==> config.mk <==
export PLATFORM = sky130hd
export DESIGN_NAME = if_prefetch_stage
export DESIGN_NICKNAME = d
export VERILOG_FILES = /design/src/rtl/if_prefetch_stage_pkg.sv /design/src/rtl/if_prefetch_stage_fetch_fifo.sv /design/src/rtl/if_prefetch_stage.sv
export SDC_FILE = /design/constraint.sdc
export NUM_CORES = 1
export LEC_CHECK = 0
export ABC_CLOCK_PERIOD_IN_PS = 5400
export BUFFER_PORTS_ARGS = -buffer_cell sky130_fd_sc_hd__buf_2
export CAP_MARGIN = 10
export CELL_PAD_IN_SITES_DETAIL_PLACEMENT = 2
export CELL_PAD_IN_SITES_GLOBAL_PLACEMENT = 2
export CORE_ASPECT_RATIO = 0.5
export CORE_UTILIZATION = 31
export CTS_CLUSTER_SIZE = 25
export DETAILED_ROUTE_END_ITERATION = 12
export GPL_ROUTABILITY_DRIVEN = 0
export GPL_TIMING_DRIVEN = 0
export PLACE_DENSITY_LB_ADDON = 0.1
export SYNTH_ARGS = -nofsm -noshare
export SYNTH_HDL_FRONTEND = slang
export SYNTH_HIERARCHICAL = 1
export SYNTH_SLANG_ARGS = --single-unit
export TNS_END_PERCENT = 1
==> constraint.sdc <==
create_clock -name clk -period 5.4 [get_ports clk]
set_input_delay 0.54 -clock clk [delete_from_list [all_inputs] [get_ports clk]]
set_output_delay 0.54 -clock clk [all_outputs]
set_load 0.005 [all_outputs]
==> src/rtl/if_prefetch_stage_pkg.sv <==
// if_prefetch_stage_pkg: exception codes, bus widths and decode entry layout shared across the core
package if_prefetch_stage_pkg;
  localparam logic [4:0] EX_ADEL = 5'h04;
  localparam logic [4:0] EX_TLBL = 5'h02;
  localparam int FS_TO_DS_BUS_WD = 71;
  typedef struct packed {
    logic        tlb_refill;
    logic        ex;
    logic [4:0]  exccode;
    logic [31:0] inst;
    logic [31:0] pc;
  } fs_entry_t;
endpackage

==> src/rtl/if_prefetch_stage_fetch_fifo.sv <==
// fetch_fifo: synchronous FIFO with occupancy count and single-cycle flush
module fetch_fifo #(
  parameter int WIDTH = 32,
  parameter int DEPTH = 4
) (
  input  logic                       clk,
  input  logic                       reset,
  input  logic                       push,
  input  logic                       pop,
  input  logic                       flush,
  input  logic [WIDTH-1:0]           din,
  output logic [WIDTH-1:0]           dout,
  output logic [$clog2(DEPTH+1)-1:0] count
);
  localparam int AW = DEPTH > 1 ? $clog2(DEPTH) : 1;
  localparam int CW = $clog2(DEPTH + 1);
  logic [WIDTH-1:0] mem [DEPTH];
  logic [AW-1:0] rp, wp;
  function automatic logic [AW-1:0] nxt(input logic [AW-1:0] p);
    return p == AW'(DEPTH - 1) ? '0 : p + AW'(1);
  endfunction
  assign dout = mem[rp];
  // storage write; a full queue may push only when it pops, so the slot at wp is free
  always_ff @(posedge clk) if (push) mem[wp] <= din;
  // pointers and occupancy, emptied by reset or flush
  always_ff @(posedge clk) begin
    if (reset || flush) begin
      rp    <= '0;
      wp    <= '0;
      count <= '0;
    end else begin
      if (push) wp <= nxt(wp);
      if (pop) rp <= nxt(rp);
      count <= count + CW'(push) - CW'(pop);
    end
  end
endmodule

==> src/rtl/if_prefetch_stage.sv <==
// if_prefetch_stage: prefetching fetch stage with instruction queue; FETCH_TLB_EN enables TLB-mapped fetch
module if_prefetch_stage
  import if_prefetch_stage_pkg::*;
#(
  parameter int          MAX_OUTSTANDING = 2,
  parameter int          IQ_DEPTH        = 4,
  parameter logic [31:0] RESET_PC        = 32'hbfc00000
) (
  input  logic                       clk,
  input  logic                       reset,
  input  logic                       ws_cancel,
  input  logic [31:0]                new_pc,
  input  logic                       br_valid,
  input  logic [31:0]                br_target,
  input  logic                       ds_allowin,
  output logic                       fs_to_ds_valid,
  output logic [FS_TO_DS_BUS_WD-1:0] fs_to_ds_bus,
  output logic                       inst_sram_req,
  output logic                       inst_sram_wr,
  output logic [1:0]                 inst_sram_size,
  output logic [31:0]                inst_sram_addr,
  output logic [3:0]                 inst_sram_wstrb,
  output logic [31:0]                inst_sram_wdata,
  input  logic                       inst_sram_addrok,
  input  logic                       inst_sram_dataok,
  input  logic [31:0]                inst_sram_rdata,
  output logic [18:0]                s0_vpn2,
  output logic                       s0_odd_page,
  output logic [7:0]                 s0_asid,
  input  logic                       s0_found,
  input  logic                       s0_v,
  input  logic [19:0]                s0_pfn,
  input  logic [7:0]                 entryhi_asid
);
  localparam int PCW = $clog2(MAX_OUTSTANDING + 1);
  localparam int ICW = $clog2(IQ_DEPTH + 1);
  logic [31:0] fpc, pend_pc;
  logic fault, redirect, accept, drop, deliver, fault_push, iq_pop;
  logic misaligned, tlb_fault, tlb_refill, legal;
  logic [PCW-1:0] pend_cnt, discard;
  logic [ICW-1:0] iq_cnt;
  fs_entry_t iq_in;
`ifdef FETCH_TLB_EN
  logic mapped;
  assign mapped         = fpc[31:30] != 2'b10;
  assign s0_vpn2        = fpc[31:13];
  assign s0_odd_page    = fpc[12];
  assign s0_asid        = entryhi_asid;
  assign tlb_fault      = mapped && !(s0_found && s0_v);
  assign tlb_refill     = mapped && !s0_found;
  assign inst_sram_addr = mapped ? {s0_pfn, fpc[11:0]} : fpc;
`else
  logic unused_tlb;
  assign unused_tlb     = ^{s0_found, s0_v, s0_pfn, entryhi_asid};
  assign s0_vpn2        = '0;
  assign s0_odd_page    = 1'b0;
  assign s0_asid        = '0;
  assign tlb_fault      = 1'b0;
  assign tlb_refill     = 1'b0;
  assign inst_sram_addr = fpc;
`endif
  assign redirect        = ws_cancel || br_valid;
  assign misaligned      = |fpc[1:0];
  assign legal           = !misaligned && !tlb_fault;
  assign inst_sram_wr    = 1'b0;
  assign inst_sram_size  = 2'd2;
  assign inst_sram_wstrb = 4'h0;
  assign inst_sram_wdata = 32'h0;
  assign inst_sram_req   = !reset && !redirect && !fault && legal && 32'(pend_cnt) < MAX_OUTSTANDING &&
                           32'(pend_cnt) + 32'(iq_cnt) < IQ_DEPTH;
  assign accept          = inst_sram_req && inst_sram_addrok;
  assign drop            = inst_sram_dataok && discard != '0;
  assign deliver         = inst_sram_dataok && discard == '0 && !redirect;
  assign fs_to_ds_valid  = iq_cnt != '0;
  assign iq_pop          = fs_to_ds_valid && ds_allowin;
  // a fault is queued only once everything fetched before it has drained, keeping program order
  assign fault_push      = !legal && !fault && !redirect && pend_cnt == '0 && discard == '0 &&
                           (32'(iq_cnt) < IQ_DEPTH || iq_pop);
  // queue entry: returned instruction, or an exception marker at the faulting fetch address
  always_comb begin
    iq_in            = '0;
    iq_in.pc         = fault_push ? fpc : pend_pc;
    iq_in.inst       = fault_push ? 32'h0 : inst_sram_rdata;
    iq_in.ex         = fault_push;
    iq_in.exccode    = fault_push ? (misaligned ? EX_ADEL : EX_TLBL) : 5'h0;
    iq_in.tlb_refill = fault_push && !misaligned && tlb_refill;
  end
  // fetch pointer, fault latch and count of stale responses still owed by the bus
  always_ff @(posedge clk) begin
    if (reset) begin
      fpc     <= RESET_PC;
      fault   <= 1'b0;
      discard <= '0;
    end else begin
      fpc     <= ws_cancel ? new_pc : br_valid ? br_target : accept ? fpc + 32'd4 : fpc;
      fault   <= redirect ? 1'b0 : fault || fault_push;
      discard <= redirect ? pend_cnt - PCW'(inst_sram_dataok) : discard - PCW'(drop);
    end
  end
  fetch_fifo #(.WIDTH(32), .DEPTH(MAX_OUTSTANDING)) u_pend (
    .clk(clk), .reset(reset), .push(accept), .pop(inst_sram_dataok), .flush(1'b0),
    .din(fpc), .dout(pend_pc), .count(pend_cnt)
  );
  fetch_fifo #(.WIDTH(FS_TO_DS_BUS_WD), .DEPTH(IQ_DEPTH)) u_iq (
    .clk(clk), .reset(reset), .push(deliver || fault_push), .pop(iq_pop), .flush(redirect),
    .din(iq_in), .dout(fs_to_ds_bus), .count(iq_cnt)
  );
endmodule

==> flow_summary_export.csv <==
group,metric,value,unit
route,antenna_left,0,
critical_path,worstPathCellList,"clkbuf_1 > nor2_1 > inv_1 > nor3_1 > nand2_1 > clkbuf_1 > clkbuf_1 > nand2_1 > and2_4 > buf_16",
synthesis,synth-edff-count,348,
grt,grt_pass1_wl,71760,um
hold_path,hp-class,"in2reg",
die,coreArea,0.05398,mm2
critical_path,slowest_delay,620,ps
clock_tree,holdBufCountCts,0,
critical_path,critical_path.top_delay_family,"buffers and inverters",
critical_path,end_kind,"register",
clock_tree,cts_resized,0,
grt,grt_util_all_layers,0.1719,
sta,fin_crit_sh,0.6874,
final_layout,n_fill_cell,5426,
final_layout,drive_above_1_share,0.3313,
clock_tree,cts-root-buf,"clkbuf_16",
synthesis,netlist_area,0.01702,mm2
sta,max_freq,269.4,MHz
sta,tns,0,ps
synthesis,yosys_warnings,6,
sta,fin_ws,1688,ps
final_layout,layout.cells.non_filler,2160,
die,pin_count,305,
die,fp.dieW,333.3,um
placement,hpwl,33020,um
synthesis,ys_types,66,
clock_tree,clock-sinks,397,
grt,grt_max_degree,52,
placement,pre_cts_ws,1068,ps
run,cap_violations,0,
sta,final_hold_viol_count,0,
synthesis,postSynthCellCount,1073,
grt,antenna_found_initial,0,
final_layout,mostFrequentLayoutCell,"edfxtp_1",
power,ir_worst_vdd,0.1657,mV
clock_tree,clock_path_buffers,3,
final_layout,final_util,0.3832,
power,p_leak,7.542,nW
critical_path,worstSetupPathType,"in2reg",
clock_tree,htree_levels,2,
critical_path,path_buf_inv,5,
sta,slew_viol_final,0,
sta,relSlewSlack,0.4185,
route,drcViolationCount,0,
sta,setup_viol,0,
grt,grt_pass1_vias,11450,
clock_tree,clk_pin_slew_worst_paths,70,ps
die,initial_core_util,0.3152,
route,wl,47730,um
synthesis,async_flop_share,0,
placement,place_inst,2087,
clock_tree,postCtsSetupBuffers,0,
synthesis,ys_ff_latch,397,
final_layout,layout_common_cells,"edfxtp_1, buf_2, nand2_1",
route,wl_per_cell,22.10,um
synthesis,synth_area_per_cell,15.86,um2
route,first_pass_iters,4,
route,via_count,10100,
sta,skew,12.35,ps
critical_path,arrival,3950,ps
sta,worst_pin_slew,872.3,ps
die,die_area,0.05588,mm2
critical_path,critPathMostFrequentCell,"clkbuf_1",
die,num_rows,60,
sta,grt_setup_unrepaired,"no",
clock_tree,clock_latency,540,ps
clock_tree,cts_tree,"yes",
die,die_h,167.7,um
final_layout,num-nets-final,1563,
power,pwr_density_cell,321.1,mW/mm2
critical_path,critPathMaxFanout,51,
critical_path,cp_slowest_cell,"clkbuf_1",
grt,overflow,0,
placement,port_buffers,206,
synthesis,yosysSeqAreaShare,0.6718,
critical_path,worstPathRequired,5640,ps
final_layout,syn_to_final_growth,21.57,%
route,viasPerCell,4.674,
clock_tree,numCtsBuffers,40,
route,first_iter_violations,403,
sta,fin_crit,3712,ps
critical_path,cp-start-kind,"input port",
synthesis,ys.flop_type,"edfxtp_1",
run_status,status,"complete, no violations",
## worst register-to-register path: cells and delay by family (launching register included)
| family | cells | cell delay (ps) |
|---|---|---|
| AOI/OAI and AO/OA | 1 | 150 |
| buffers and inverters | 3 | 1210 |
| DFF | 1 | 530 |
| and+or+nand+nor | 4 | 1410 |
## per-layer routing
metal	share of wire	vias to the layer above	GRT usage
met5	0	-	0
met4	0.021	0	0.04448
met3	0.039	63	0.02988
met2	0.51	215	0.3029
met1	0.43	5209	0.2185
li1	-	4609	-
## area by class of cell
cell class	count	area (um2)	share of cell area
Sequential cell	397	11430	0.5526
Multi-Input combinational cell	622	4955	0.2395
Timing Repair Buffer	211	1169	0.05650
Clock buffer	45	1020	0.04930
Buffer	123	907.1	0.04385
Tap cell	713	892.1	0.04313
Clock inverter	27	230.2	0.01113
Inverter	21	78.83	0.003811
Antenna cell	1	2.502	0.0001210
## sequential cells by signal, summed over array words and instances, names as in the netlist, named ones only
name,cells
u_iq/mem,284
u_pend/mem,64
inst_sram_addr,32
u_iq/count,3
discard,2
u_iq/rp,2
u_iq/wp,2
u_pend/count,2
fault,1
u_pend/rp,1
u_pend/wp,1
## final timing paths
| kind | startpoint | to | slack, ps | cells past startpoint |
|---|---|---|---|---|
| max | br_valid | u_iq/mem[3][43] | 1690 | 10 |
| min | new_pc[0] | inst_sram_addr[0] | 240 | 3 |
| max reg2reg | inst_sram_addr[1] | u_iq/mem[3][43] | 1700 | 8 |
| min reg2reg | fault | fault | 500 | 1 |
## power breakdown
| part | total [W] | switching, W | internal [W] |
|---|---|---|---|
| combinational | 0.000454 | 0.000251 | 0.000203 |
| clock | 0.00272 | 0.00120 | 0.00151 |
| sequential | 0.00347 | 0.0000699 | 0.00340 |
## synth_stat cells, drive strengths merged, types with 2 or more instances
library cell | instances | area (um2)
or2 | 5 | 31.28
nor2b | 4 | 25.02
a21oi | 32 | 160.2
a21o | 3 | 22.52
nand3 | 13 | 65.06
mux2 | 33 | 484.2
and2 | 40 | 250.2
nor3 | 24 | 135.1
edfxtp | 348 | 10450
nor4 | 2 | 12.51
a222oi | 2 | 20.02
nor3b | 3 | 22.52
or3b | 2 | 17.52
xor2 | 7 | 61.31
a211oi | 19 | 147.6
and4 | 3 | 26.28
or3 | 5 | 31.28
a221oi | 6 | 52.55
o21ai | 23 | 115.1
conb | 2 | 7.510
buf | 96 | 805.8
mux4 | 71 | 1603
o31ai | 4 | 30.03
a22oi | 5 | 37.54
mux2i | 6 | 60.06
clkbuf | 27 | 101.4
o22ai | 2 | 12.51
ha | 13 | 162.7
nand2 | 117 | 439.2
nor2 | 41 | 153.9
nand2b | 4 | 25.02
nand4 | 5 | 37.53
o21a | 3 | 22.52
o21bai | 4 | 30.03
inv | 21 | 78.82
dfxtp | 49 | 980.9
xnor3 | 2 | 45.04
xnor2 | 10 | 87.58
a22o | 2 | 17.52
a311oi | 2 | 17.52
## metrics by stage
step	total power [W]	area [um2]	hold slack, ps
floorplan	0.003773	17350	463.7
global placement	0.003975	19280	476.1
detailed placement	0.003999	19430	485.6
CTS	0.006737	20680	220.6
global route	0.006906	20680	232.3
finish	0.006641	20680	241.6
## cells by family (layout without fill, tap and decap cells)
kind of cell	after synthesis	in the layout	share of synthesized area
adders and majority gates	14	14	0.01074
DFF	397	397	0.6718
and+or+nand+nor	272	272	0.07706
buffers and inverters	144	427	0.05794
muxes	110	110	0.1262
AOI/OAI and AO/OA	115	115	0.04442
xor gates and xnor gates	19	19	0.01140
other	2	93	0.0004414
Power figures use the tool's default switching activity.
